$ cat src/rtl/tmds_decoder.sv
// TMDS receive channel decoder: 10b symbol -> 8b data or 2b control token,
// with a bitslip-driven word-alignment search and lock tracker.
module tmds_decoder #(
  parameter int LOCK_CTRL_COUNT = 16,
  parameter int SEARCH_TIMEOUT  = 4096,
  parameter int SLIP_SETTLE     = 4,
  parameter int LOSS_TIMEOUT    = 4096
) (
  input  logic       pix_clk,
  input  logic       rst_n,
  input  logic [9:0] sym_in,
  input  logic       sym_valid,
  output logic [7:0] data_out,
  output logic [1:0] ctrl_out,
  output logic       de_out,
  output logic       out_valid,
  output logic       locked,
  output logic       bitslip,
  output logic [3:0] slip_count
);

  typedef enum logic [1:0] {
    SEARCH = 2'd0,
    SLIP   = 2'd1,
    LOCKED = 2'd2
  } state_t;

  state_t      state;
  logic [7:0]  ctrl_run;
  logic [15:0] timer;
  logic [3:0]  settle;

  logic        is_ctrl;
  logic [1:0]  token;
  logic [7:0]  d;
  logic [7:0]  x;
  logic [7:0]  dec;
  logic [7:0]  run_next;
  logic        run_complete;
  logic        search_expired;
  logic        loss_expired;

  // Symbol classification and data decode.
  always_comb begin
    is_ctrl = 1'b1;
    token   = 2'b00;
    case (sym_in)
      10'b1101010100: token = 2'b00;
      10'b0010101011: token = 2'b01;
      10'b0101010100: token = 2'b10;
      10'b1010101011: token = 2'b11;
      default: begin
        is_ctrl = 1'b0;
        token   = 2'b00;
      end
    endcase
    d = sym_in[9] ? ~sym_in[7:0] : sym_in[7:0];
    x = d ^ {d[6:0], 1'b0};
    if (sym_in[8]) begin
      dec = {x[7:1], d[0]};
    end else begin
      dec = {~x[7:1], d[0]};
    end
  end

  // Run completion fires only on the token that reaches the threshold, never on saturation.
  always_comb begin
    if (!is_ctrl) begin
      run_next = 8'd0;
    end else if (ctrl_run == 8'(LOCK_CTRL_COUNT)) begin
      run_next = ctrl_run;
    end else begin
      run_next = ctrl_run + 8'd1;
    end
    run_complete   = sym_valid && is_ctrl && (state != SLIP) &&
                     (ctrl_run == 8'(LOCK_CTRL_COUNT - 1));
    search_expired = (timer == 16'(SEARCH_TIMEOUT - 1));
    loss_expired   = (timer == 16'(LOSS_TIMEOUT - 1));
  end

  // Registered decode outputs.
  always_ff @(posedge pix_clk or negedge rst_n) begin
    if (!rst_n) begin
      data_out  <= 8'd0;
      ctrl_out  <= 2'd0;
      de_out    <= 1'b0;
      out_valid <= 1'b0;
    end else begin
      out_valid <= sym_valid && (state == LOCKED);
      if (sym_valid) begin
        if (is_ctrl) begin
          de_out   <= 1'b0;
          ctrl_out <= token;
        end else begin
          de_out   <= 1'b1;
          data_out <= dec;
        end
      end
    end
  end

  // Alignment state machine with registered lock/bitslip outputs.
  always_ff @(posedge pix_clk or negedge rst_n) begin
    if (!rst_n) begin
      state      <= SEARCH;
      ctrl_run   <= 8'd0;
      timer      <= 16'd0;
      settle     <= 4'd0;
      locked     <= 1'b0;
      bitslip    <= 1'b0;
      slip_count <= 4'd0;
    end else begin
      case (state)
        SEARCH: begin
          bitslip <= 1'b0;
          locked  <= 1'b0;
          if (sym_valid) begin
            ctrl_run <= run_next;
            if (run_complete) begin
              state  <= LOCKED;
              locked <= 1'b1;
              timer  <= 16'd0;
            end else if (search_expired) begin
              state      <= SLIP;
              bitslip    <= 1'b1;
              slip_count <= slip_count + 4'd1;
              timer      <= 16'd0;
              settle     <= 4'd0;
              ctrl_run   <= 8'd0;
            end else begin
              timer <= timer + 16'd1;
            end
          end
        end
        SLIP: begin
          // Settle count starts after the bitslip cycle, so SLIP spans 1 + SLIP_SETTLE cycles.
          bitslip  <= 1'b0;
          locked   <= 1'b0;
          ctrl_run <= 8'd0;
          if (settle == 4'(SLIP_SETTLE)) begin
            state  <= SEARCH;
            timer  <= 16'd0;
            settle <= 4'd0;
          end else begin
            settle <= settle + 4'd1;
          end
        end
        LOCKED: begin
          bitslip <= 1'b0;
          if (sym_valid) begin
            ctrl_run <= run_next;
            if (run_complete) begin
              timer <= 16'd0;
            end else if (loss_expired) begin
              state    <= SEARCH;
              locked   <= 1'b0;
              timer    <= 16'd0;
              ctrl_run <= 8'd0;
            end else begin
              timer <= timer + 16'd1;
            end
          end
        end
        default: begin
          state    <= SEARCH;
          bitslip  <= 1'b0;
          locked   <= 1'b0;
          ctrl_run <= 8'd0;
          timer    <= 16'd0;
          settle   <= 4'd0;
        end
      endcase
    end
  end

endmodule
$ cat config.mk
export PLATFORM = sky130hd
export DESIGN_NAME = tmds_decoder
export DESIGN_NICKNAME = d
export VERILOG_FILES = /design/src/rtl/tmds_decoder.sv
export SDC_FILE = /design/constraint.sdc
export NUM_CORES = 1
export LEC_CHECK = 0
export CORE_MARGIN = 5
export CORE_UTILIZATION = 41
export CTS_BUF_LIST = sky130_fd_sc_hd__clkbuf_8
export DETAILED_ROUTE_END_ITERATION = 12
export MAX_ROUTING_LAYER = met4
export PLACE_DENSITY = 0.71
export SYNTH_ARGS = -nofsm -noshare
export SYNTH_HDL_FRONTEND = slang
export SYNTH_SLANG_ARGS = --single-unit
$ cat constraint.sdc
create_clock -name pix_clk -period 5 [get_ports pix_clk]
set_input_delay 0.5 -clock pix_clk [delete_from_list [all_inputs] [get_ports pix_clk]]
set_output_delay 0.5 -clock pix_clk [all_outputs]
set_load 0.02 [all_outputs]
### Yosys cells after proc, flatten, opt, wreduce, memory -nomap -nowiden

Index checks and enable logic that the tools add are counted.

* $add $sub $neg: 4
* equal/unequal tests: 20
* multiplexer cells: 39
* bitwise operators: 6
* reductions and logical operators: 14

Operators with widths (number)
* 16-bit 2-to-1 mux: 4
* 8-bit 2-to-1 mux: 8
* 16-bit one-hot mux with 2 select lines: 1
* 10-bit == test (second input constant): 2
* 16-bit by 1-bit adder with 16-bit output (second input constant): 1
* 16-bit by 12-bit == test with 1-bit output (second input constant): 1
* 4-bit 2-to-1 mux: 4
* 2-bit 2-to-1 mux: 7
* 2-bit != test (second input constant): 7
* 2-bit one-hot mux with 3 select lines: 2
* 4-bit one-hot mux with 3 select lines: 1
* 1-bit 2-to-1 mux: 11
* 10-bit by 8-bit == test with 1-bit output (second input constant): 1
* 10-bit by 9-bit == test with 1-bit output (second input constant): 1
* 4-bit by 1-bit adder with 4-bit output (second input constant): 2
* 8-bit by 1-bit adder with 8-bit output (second input constant): 1
* 8-bit by 4-bit == test with 1-bit output (second input constant): 1
* 8-bit by 5-bit == test with 1-bit output (second input constant): 1
* 8-bit NOT: 1
* 4-bit AND reduction: 2
* 8-bit bitwise XOR: 1
* 7-bit NOT: 1
* 2-bit AND reduction: 3
* 6-bit AND reduction: 1
* other kinds (12): 18

* flip-flop bits (word level): 48
* logic and storage cells: 94

### Longest topological paths before layout

Gate-level depths: netlist of the first run.

* depth after elaboration: 9
* mapped depth: 8

### Least setup slack after synthesis of the first run

OpenSTA, ideal clock, no wires.

* path type: input to register
* start point: input sym_in[8]
* end point: register data_out[2]
* data arrival time: 2.021 ns
* data required time: 4.875 ns
* slack: 2.854 ns
* stages on the path: 6
* cells stage by stage: buf_6 or3b_4 nor4b_4 or3_1 buf_4 mux2_2

* cells in the longest elaborated chain, start to end: 5
* elaborated cells on any way between the ends: 9
* those cells by class: eq/ne: 4; mux: 2; bitwise: 1; reduce/logical: 2

RTL lines
* from (decl): RTL line 11 `input logic [9:0] sym_in,`
* 10-bit == test, or another cell as far along: RTL line 47 `case (sym_in)`
* 4-bit OR reduction (no source line)
* 1-bit 2-to-1 mux: RTL line 47
* 1-bit NOT (no source line)
* 2-bit AND reduction (no source line)
* to (signal assigned): RTL line 84 `data_out <= 8'd0;`
* to (signal assigned): RTL line 96 `data_out <= dec;`
* to (decl): RTL line 13 `output logic [7:0] data_out,`

Several ways; a longest one is shown, not always the timed one.
A chain may end at the register's enable or synchronous reset.

### Worst setup path in the final report of the first run

* start point: input sym_valid
* end point: register timer[8]

* cells in the longest elaborated chain, start to end: 6
* elaborated cells on any way between the ends: 8
* those cells by class: eq/ne: 1; mux: 3; reduce/logical: 4

RTL lines
* from (decl): RTL line 12 `input logic sym_valid,`
* 1-bit logical AND (3 in a row): RTL line 75 `run_complete = sym_valid && is_ctrl && (state != SLIP) &&`
* 16-bit 2-to-1 mux: RTL line 152 `if (run_complete) begin`
* 16-bit 2-to-1 mux: RTL line 150 `if (sym_valid) begin`
* 16-bit one-hot mux with 2 select lines: RTL line 113 `case (state)`
* to (signal assigned): RTL line 131 `timer <= timer + 16'd1;`
* to (signal assigned): RTL line 160 `timer <= timer + 16'd1;`
* to (decl): RTL line 30 `logic [15:0] timer;`

Several ways; a longest one is shown, not always the timed one. The select of a mux whose other input is x is not followed.

==> results of run 1 <==
cell families (layout without fill, tap and decap cells):
kind of cell / Yosys count / after routing / share of synthesized area
flip-flops: 48 / 48 / 0.4410
AO/OA/AOI/OAI: 54 / 54 / 0.1415
adder cells (fa/ha/maj): 6 / 6 / 0.02756
buffers and inverters: 25 / 55 / 0.04317
XOR/XNOR: 21 / 21 / 0.07028
multiplexers: 8 / 8 / 0.03262
AND/OR/NAND/NOR: 118 / 118 / 0.2439
per-stage QoR:
stage	instance area (um2)	std cells	total power [mW]	utilization
2_1_floorplan	2724	280	0.5718	-
3_3_place_gp	3065	379	0.6395	0.4773
3_5_place_dp	3065	379	0.6450	0.4773
4_1_cts	3158	387	0.8865	0.4917
5_1_grt	3158	387	0.9287	0.4917
6_report	3158	387	0.8779	0.4917
path summary, 6_finish.rpt:
check | startpoint | endpoint | slack [ns] | cells after the start
max reg2reg | state[0]$_DFFE_PN0P_ | ctrl_run[0]$_DFFE_PN0P_ | 2.55 | 5
min reg2reg | data_out[1]$_DFFE_PN0P_ | data_out[1]$_DFFE_PN0P_ | 0.49 | 2
min in group pix_clk | data_out[1]$_DFFE_PN0P_ | data_out[1]$_DFFE_PN0P_ | 0.49 | 2
max in group asynchronous | rst_n | ctrl_run[0]$_DFFE_PN0P_ | 4.31 | 2
max | sym_valid | timer[8]$_DFFE_PN0P_ | 2.47 | 6
min | rst_n | timer[4]$_DFFE_PN0P_ | 0.28 | 2
where the power goes:
group / total (mW) / leakage, nW / internal, mW / switching, mW
Clock: 0.242 / 0.0404 / 0.0993 / 0.143
Sequential: 0.462 / 0.627 / 0.426 / 0.0361
Combinational: 0.174 / 0.698 / 0.0824 / 0.0913
Total: 0.878 / 1.37 / 0.608 / 0.270
sequential cells by signal, indices dropped and copies added, names as in the netlist:
register / flops
bitslip: 1
ctrl_out: 2
ctrl_run: 8
data_out: 8
de_out: 1
locked: 1
out_valid: 1
settle: 4
slip_count: 4
state: 2
timer: 16
worst reg2reg max path, stage by stage, from the launching register on:
cell      delay, ns
dfrtp_1        0.59
nor2b_1        0.49
nor4_2         0.17
nand4b_1       0.48
a41o_1         0.40
a21bo_2        0.22
metal layers:
layer,part of all wire,track usage,routed length (um)
met1,0.50,0.2061,2826
met2,0.46,0.2307,2622
met3,0.032,0.02893,183
met4,0.0097,0.04146,55
met5,0,-,0
final cells by class:
cell class              count  share of cell area
multi-input cells         207              0.4449
flip-flops and latches     48              0.3803
repair buffers             31             0.09588
well taps                  77             0.03051
clock buffers               5             0.02179
inverters                  16             0.01902
clock inverters             3            0.007528
placed cells by master (no fill, tap or decap), types with 3 or more instances in the layout:
master           Yosys  final
a21oi_1             10     10
a31oi_1              7      7
and2_1               6      6
and3_1               4      4
clkbuf_8             0      5
clkdlybuf4s50_1      0     29
dfrtp_1             48     48
ha_1                 6      6
inv_1               16     16
mux2_2               7      7
nand2_1             34     34
nand2b_1             3      3
nand3_1             13     13
nand4_1             12     12
nor2_1              11     11
nor2b_1              4      4
nor3_1               6      6
nor4_1               3      3
o2111ai_1            6      6
o21ai_0              6      6
o31ai_1              4      4
or2_2                3      3
or3_1                3      3
xnor2_1             15     15
xor2_1               5      5
==> metrics.md, run 1 <==
| Metric | Value |
|---|---|
| Status | `finished, final reports clean` |
| CP Buf/Inv Count | `1` |
| Area grow syn2layout | `15.94%` |
| Mapped Cells | `280` |
| Drt drc | `0` |
| Antenna Violating Nets Remaining | `0` |
| Lkg Pwr | `~1.4 nW` |
| Drt wl/cell | `approximately 15 um` |
| Fillcell total | `591` |
| Crit start category | `input pin` |
| Vias in the first global route | `2,174` |
| WP data required | `between 5 and 6 ns` |
| Count of cell types in the netlist | `59` |
| Starting Density | `0.4241` |
| Core ar. | `0.006422 mm2` |
| IO Port Bufs | `30` |
| Footprint of the multi-input gates | `0.001405 mm2` |
| Total Routing Usage GR | `0.1514` |
| CTS tree | `done` |
| Final worst slack | `2.468 ns` |
| Max incr delay on CP | `around 0.78 ns` |
| Clock root buffer | `clkbuf_8` |
| Crit-path max FO | `12` |
| Most frequent cell on the critical path | `a21oi_1` |
| Total negative slack | `0 ns` |
| Worst-Skew Late Latency | `0.31 ns` |
| Routed WL | `5688 um` |
| Top-count cell post-synth | `dfrtp_1` |
| Post-Syn Area | `0.002724 mm2` |
| CTS sink count | `48` |
| Sequence of cells on the critical path | `clkdlybuf4s50_1 -> nor2_1 -> a21oi_1 -> nand4_1 -> xor2_1 -> a21oi_1` |
| Grt total ovfl | `0` |
| Pre-CTS WS | `2.144 ns` |
| Yosys top cell by area | `dfrtp_1` |
| Postcts setup bufs | `0` |
| Vias | `2,156` |
| Clk_skew | `0.01009 ns` |
| Worst-Margin Slew | `0.9454 ns` |
| Share of cells above drive strength 1 | `0.1065` |
| Clk buf depth | `2` |
| Max VDD drop | `roughly 0.17 mV` |
| Worst-path clk slew | `0.10 ns` |
| First-pass iteration count of the detailed router | `4` |
| CTS buffer count | `5` |
| Final min period | `~2.5 ns` |
| Critical Path AT | `between 2 and 3 ns` |
| Crit. End Element | `register` |
| Nets | `328` |
| Initial antenna violation count | `0` |
| Slowest CP cell | `a21oi_1` |
| Yosys warnings | `0` |
| Sequential area share after synthesis | `0.4410` |
| Pin count of the biggest net entering global routing | `49` |
| Detail Placement HPWL | `4124 um` |
| Hold-fix buffer count after cts | `0` |
| Most frequent cells after synthesis | `48 x dfrtp_1, 34 x nand2_1, 16 x inv_1` |
| FF+latch area | `0.001201 mm2` |
| PwrDens | `278.0 mW/mm2` |
| FFs w/ async S/R, synth | `1.000` |
| Max_cap viols | `0` |
| Largest cells by area after synthesis | `dfrtp_1 44%, xnor2_1 4.8%, nand2_1 4.7%` |
| Gpl congestion | `0.8126` |
| CP delay by family, top | `compound AO/OA/AOI/OAI gates` |
| IO Pins | `31` |
| Rows | `29` |
| Count of pins over their slew limit | `0` |
| Rel. slew slack | `0.3697` |
| Die area | `between 0.008 and 0.009 mm2` |
| Synth top area share | `0.4410` |
| First-pass GRT wire length | `about 10,000 um` |
| Final cycle utilization of the critical path | `0.5064` |
| Post_cts resized | `0` |
| Final hold vios | `0` |
| Max Clk Rate | `394.9 MHz` |
| Flops & latches, synth | `48` |
| Synth Flop Type | `dfrtp_1` |
| Setup repair after global routing missed its margin | `false` |
| Mapped Nets | `299` |
| Post-synth EDFFs | `0` |
| Hold WC Path Type | `input pin to asynchronous set/reset pin` |
| Setup Crit Path Kind | `input pin to register` |
| Die height | `91.51 um` |
| Fin Hold WS | `~0.28 ns` |
| ANT cells | `0` |
| Via density | `5.571` |
| 1st-iter DRT viols | `213` |
| Synthesized area per cell | `9.728 um2` |
| Final setup viols | `0` |
| H-tree level count | `2` |
| Die Wd | `91.51 um` |
Power figures use the tool's default switching activity.
==> run 2: changes to the inputs <==
- clock period: 5 -> 2.4 ns (I/O delays scaled with it)
==> metrics.md, run 2 (synthesized netlist as in run 1, its figures left out) <==
| Metric | Value |
|---|---|
| Status | `finished, final reports clean` |
| PwrDens | `around 560 mW/mm2` |
| First-pass iteration count of the detailed router | `4` |
| Switching component of the power | `0.5380 mW` |
| Crit path launch | `timer[0]$_DFFE_PN0P_` |
| Antenna Violating Nets Remaining | `0` |
| Switching share of power | `0.2932` |
| Gpl congestion | `around 0.8` |
| Logic pwr share | `0.204` |
| Worst-path clk slew | `0.10 ns` |
| Clock root buffer | `clkbuf_8` |
| Final cycle utilization of the critical path | `0.9281` |
| Share of cells above drive strength 1 | `0.1463` |
| IO Port Bufs | `30` |
| Setup Crit Path Kind | `register to register` |
| Pin count of the biggest net entering global routing | `26` |
| Drt drc | `0` |
| Hold WC Path Type | `input pin to asynchronous set/reset pin` |
| Final setup viols | `0` |
| Drt wl/cell | `14.52 um` |
| Final hold vios | `0` |
| Total Routing Usage GR | `0.1565` |
| CTS tree | `done` |
| Largest Register | `timer` |
| Biggest regs | `timer: 16 flops, ctrl_run: 8 flops, data_out: 8 flops` |
| Most frequent cells in the layout | `48 x dfrtp_1, 34 x nand2_1, 29 x clkdlybuf4s50_1` |
| Clock Power Share | `0.272` |
| Area grow syn2layout | `20.90%` |
| Worst-Skew Late Latency | `0.31 ns` |
| Reg power frac | `0.524` |
| Max incr delay on CP | `0.57 ns` |
| Starting Density | `0.4241` |
| First-pass GRT wire length | `10,420 um` |
| Clk_skew | `0.01488 ns` |
| WP data required | `2.60 ns` |
| Clk buf depth | `2` |
| Crit. End Element | `register` |
| Die area | `0.008374 mm2` |
| Initial antenna violation count | `0` |
| Max Clk Rate | `449.0 MHz` |
| Detail Placement HPWL | `4293 um` |
| Lkg Pwr | `1.467 nW` |
| 1st-iter DRT viols | `120` |
| Crit-path max FO | `10` |
| Routed WL | `slightly below 6000 um` |
| Max VDD drop | `0.3273 mV` |
| Total Power Consumption | `~1.8 mW` |
| Internal cell power | `1.297 mW` |
| Crit start category | `register` |
| Sequence of cells on the critical path | `ha_1 -> nand3_1 -> nor2_2 -> nand4_1 -> or4_4 -> xnor2_2` |
| CTS sink count | `48` |
| Rows | `29` |
| Max_cap viols | `0` |
| Most common cell after layout, fill and taps aside | `dfrtp_1` |
| Worst-Margin Slew | `0.5577 ns` |
| H-tree level count | `2` |
| Grt total ovfl | `0` |
| ANT cells | `0` |
| Die height | `91.51 um` |
| CP Buf/Inv Count | `0` |
| CTS buffer count | `5` |
| Post_cts resized | `0` |
| Die Wd | `91.51 um` |
| Core ar. | `about 0.0064 mm2` |
| Worst r2r src | `timer[0]$_DFFE_PN0P_` |
| Largest register FFs | `16` |
| Slowest CP cell | `or4_4` |
| Vias in the first global route | `2,166` |
| Nets | `346` |
| Final min period | `2.227 ns` |
| IO Pins | `31` |
| Total negative slack | `0 ns` |
| CP delay by family, top | `simple AND/OR/NAND/NOR gates` |
| Rel. slew slack | `0.6265` |
| Postcts setup bufs | `0` |
| Vias | `2,225` |
| Hold-fix buffer count after cts | `1` |
| Via density | `5.494` |
| Setup repair after global routing missed its margin | `false` |
| Count of pins over their slew limit | `0` |
| Critical Path AT | `2.42 ns` |
[run 2: power by group through the flow]
stage               Combinational (mW)  Clock, mW  Sequential, mW
global route                     0.417      0.553           0.979
global placement                 0.369          0           0.975
floorplan                        0.194          0           0.997
detailed placement               0.376          0           0.975
CTS                              0.379      0.517           0.961
finish                           0.375      0.500           0.961
[run 2: final timing paths]
path                                              to  depth (start not counted)  slack (ns)
hold reg to reg              data_out[0]$_DFFE_PN0P_                          2        0.49
setup / recovery           slip_count[3]$_DFFE_PN0P_                          6        0.17
hold / removal                  timer[4]$_DFFE_PN0P_                          2        0.34
min in group pix_clk         data_out[0]$_DFFE_PN0P_                          2        0.49
max in group asynchronous  slip_count[0]$_DFFE_PN0P_                          3        1.42
setup reg to reg           slip_count[3]$_DFFE_PN0P_                          6        0.17
[run 2: through the flow]
step	util	cell area, um2	setup WS, ns	instances	hold slack (ns)
after global routing	0.5128	3293	0.02574	405	0.3532
final	0.5128	3293	0.1726	405	0.3357
after detailed placement	0.4972	3193	0.06806	396	0.1331
after floorplan	-	2724	0.4722	280	-0.05559
after global placement	0.4972	3193	0.1369	396	0.1401
after CTS	0.5128	3293	0.1852	405	0.3381
[run 2: routing by layer]
layer  vias to the layer above  part of all wire  wire [um]  track usage
li1                       1105                 -          -            -
met1                      1067              0.50       2912       0.2150
met2                        45              0.45       2669       0.2282
met3                         8             0.036        213      0.03388
met4                         0             0.015         86      0.05276
met5                         -                 0          0            -
[run 2: cell type report]
type / count / area, um2
multi-input cells: 207 / 1405
well taps: 77 / 96.34
flip-flops and latches: 48 / 1201
inverters: 16 / 60.06
clock buffers: 6 / 82.58
repair buffers: 49 / 440.4
clock inverters: 2 / 7.507
fillers: 579 / 3129
==> run 3: changes to the inputs <==
- CORE_MARGIN: 5 -> default
- SLEW_MARGIN: default -> 20
- TNS_END_PERCENT: default -> 50
==> metrics.md, run 3 (synthesized netlist as in run 1, its figures left out) <==
| Metric | Value |
|---|---|
| Starting Density | `0.4265` |
| FF+latch area | `0.001201 mm2` |
| Initial antenna violation count | `0` |
| Via density | `5.533` |
| Drt wl/cell | `14.30 um` |
| Critical Path AT | `about 2.4 ns` |
| CTS buffer count | `5` |
| Clk buf depth | `2` |
| CTS sink count | `48` |
| Reg2reg setup slack | `0.17 ns` |
| IO Port Bufs | `30` |
| Most common cell after layout, fill and taps aside | `dfrtp_1` |
| Setup repair after global routing missed its margin | `false` |
| PwrDens | `557.3 mW/mm2` |
| Final min period | `~2.2 ns` |
| Pin count of the biggest net entering global routing | `25` |
| Largest register FFs | `16` |
| Routed WL | `5791 um` |
| Drt drc | `0` |
| Antenna Violating Nets Remaining | `0` |
| Crit. End Element | `register` |
| Setup Crit Path Kind | `register to register` |
| Crit path launch | `timer[0]$_DFFE_PN0P_` |
| ANT cells | `0` |
| Biggest regs | `timer: 16 flops, ctrl_run: 8 flops, data_out: 8 flops` |
| Final setup viols | `0` |
| Rel. slew slack | `0.6252` |
| 1st-iter DRT viols | `132` |
| Worst Setup EP | `slip_count[3]$_DFFE_PN0P_` |
| Final Util | `0.5161` |
| Vias in the first global route | `roughly 2,200` |
| Hold WC Path Type | `input pin to asynchronous set/reset pin` |
| Clk_skew | `~0.016 ns` |
| Final cycle utilization of the critical path | `0.9275` |
| Most frequent cells in the layout | `48 x dfrtp_1, 34 x nand2_1, 29 x clkdlybuf4s50_1` |
| Postcts setup bufs | `0` |
| Gpl congestion | `0.8281` |
| Max VDD drop | `roughly 0.31 mV` |
| Area grow syn2layout | `20.99%` |
| Footprint of the multi-input gates | `0.001410 mm2` |
| Crit-path max FO | `10` |
| IO Pins | `31` |
| Total negative slack | `0 ns` |
| Die Wd | `83.51 um` |
| H-tree level count | `2` |
| Reg-to-Reg End | `slip_count[3]$_DFFE_PN0P_` |
| Largest Register | `timer` |
| Worst-Skew Late Latency | `slightly above 0.3 ns` |
| Detail Placement HPWL | `4224 um` |
| Count of pins over their slew limit | `0` |
| Die area | `0.006974 mm2` |
| Worst-Margin Slew | `around 0.56 ns` |
| Placed Cells | `396` |
| Vias | `2,241` |
| Status | `finished, final reports clean` |
| Worst-path clk slew | `0.10 ns` |
| First-pass GRT wire length | `just over 10,000 um` |
| WP data required | `2.59 ns` |
| Total Power Consumption | `around 1.8 mW` |
| Crit start category | `register` |
| Max_cap viols | `0` |
| DP Area | `between 0.003 and 0.004 mm2` |
| Total Routing Usage GR | `0.1866` |
| Worst r2r src | `timer[0]$_DFFE_PN0P_` |
| CTS tree | `done` |
| Share of cells above drive strength 1 | `0.1524` |
| Reg2reg path depth | `6` |
| Final hold vios | `0` |
| Max Clk Rate | `449.2 MHz` |
| Rows | `29` |
| First-pass iteration count of the detailed router | `4` |
| Fillcell total | `595` |
| Clock root buffer | `clkbuf_8` |
| Grt total ovfl | `0` |
| Fin cells | `405` |
| Nets | `346` |
| Core ar. | `0.006386 mm2` |
| Fin area | `0.003296 mm2` |
| Lkg Pwr | `between 1 and 1.5 nW` |
| Die height | `83.51 um` |
[run 3: cell count changes in the layout (fill, tap and decap cells not counted), sizes merged]
cell and change:
clkinv +3, inv -2, clkbuf -1
[run 3: repair_timing]
| action | in CTS | in global routing |
|---|---|---|
| hold buffers | 1 | 0 |
| endpoints found under the setup margin | 0 | 1 |
| hold endpoints to repair | 22 | 0 |
| resized for setup | 0 | 1 |
[run 3: routing by layer]
metal,track usage,wire (um),vias up
li1,-,-,1105
met1,0.2566,2912,1094
met2,0.2861,2645,35
met3,0.03363,155,7
met4,0.05085,78,0
met5,-,0,-
[run 3: power breakdown]
part           switching (mW)  internal (mW)
clock network           0.289          0.204
logic                   0.198          0.184
registers              0.0738          0.887
[run 3: worst max-delay path, cell delays in order (launching register included)]
cell,delay (ns)
dfrtp_1,0.43
ha_1,0.25
nand3_1,0.18
nor2_4,0.29
nand4_1,0.21
or4_4,0.60
xnor2_2,0.14
[run 3: layout make-up]
| type | count | area share |
|---|---|---|
| Sequential cell | 48 | 0.3645 |
| Multi-Input combinational cell | 207 | 0.4279 |
| Timing Repair Buffer | 49 | 0.1336 |
| Clock inverter | 3 | 0.005695 |
| Inverter | 16 | 0.01822 |
| Tap cell | 77 | 0.02923 |
| Clock buffer | 5 | 0.02088 |
[run 3: through the flow]
stage	hold WS, ns	setup slack (ns)
floorplan	-0.05559	0.4722
global placement	0.2545	0.1230
detailed placement	0.2673	0.07363
CTS	0.4606	0.09656
global route	0.4759	0.06471
finish	0.4391	0.1741
[run 3: worst min path at each step]
stage | start | endpoint | cells past startpoint
2_1_floorplan | rst_n | bitslip$_DFF_PN0_ | 0
3_3_place_gp | rst_n | timer[1]$_DFFE_PN0P_ | 1
3_5_place_dp | rst_n | timer[1]$_DFFE_PN0P_ | 1
4_1_cts | rst_n | timer[0]$_DFFE_PN0P_ | 2
5_1_grt | rst_n | timer[0]$_DFFE_PN0P_ | 2
6_report | rst_n | timer[0]$_DFFE_PN0P_ | 2
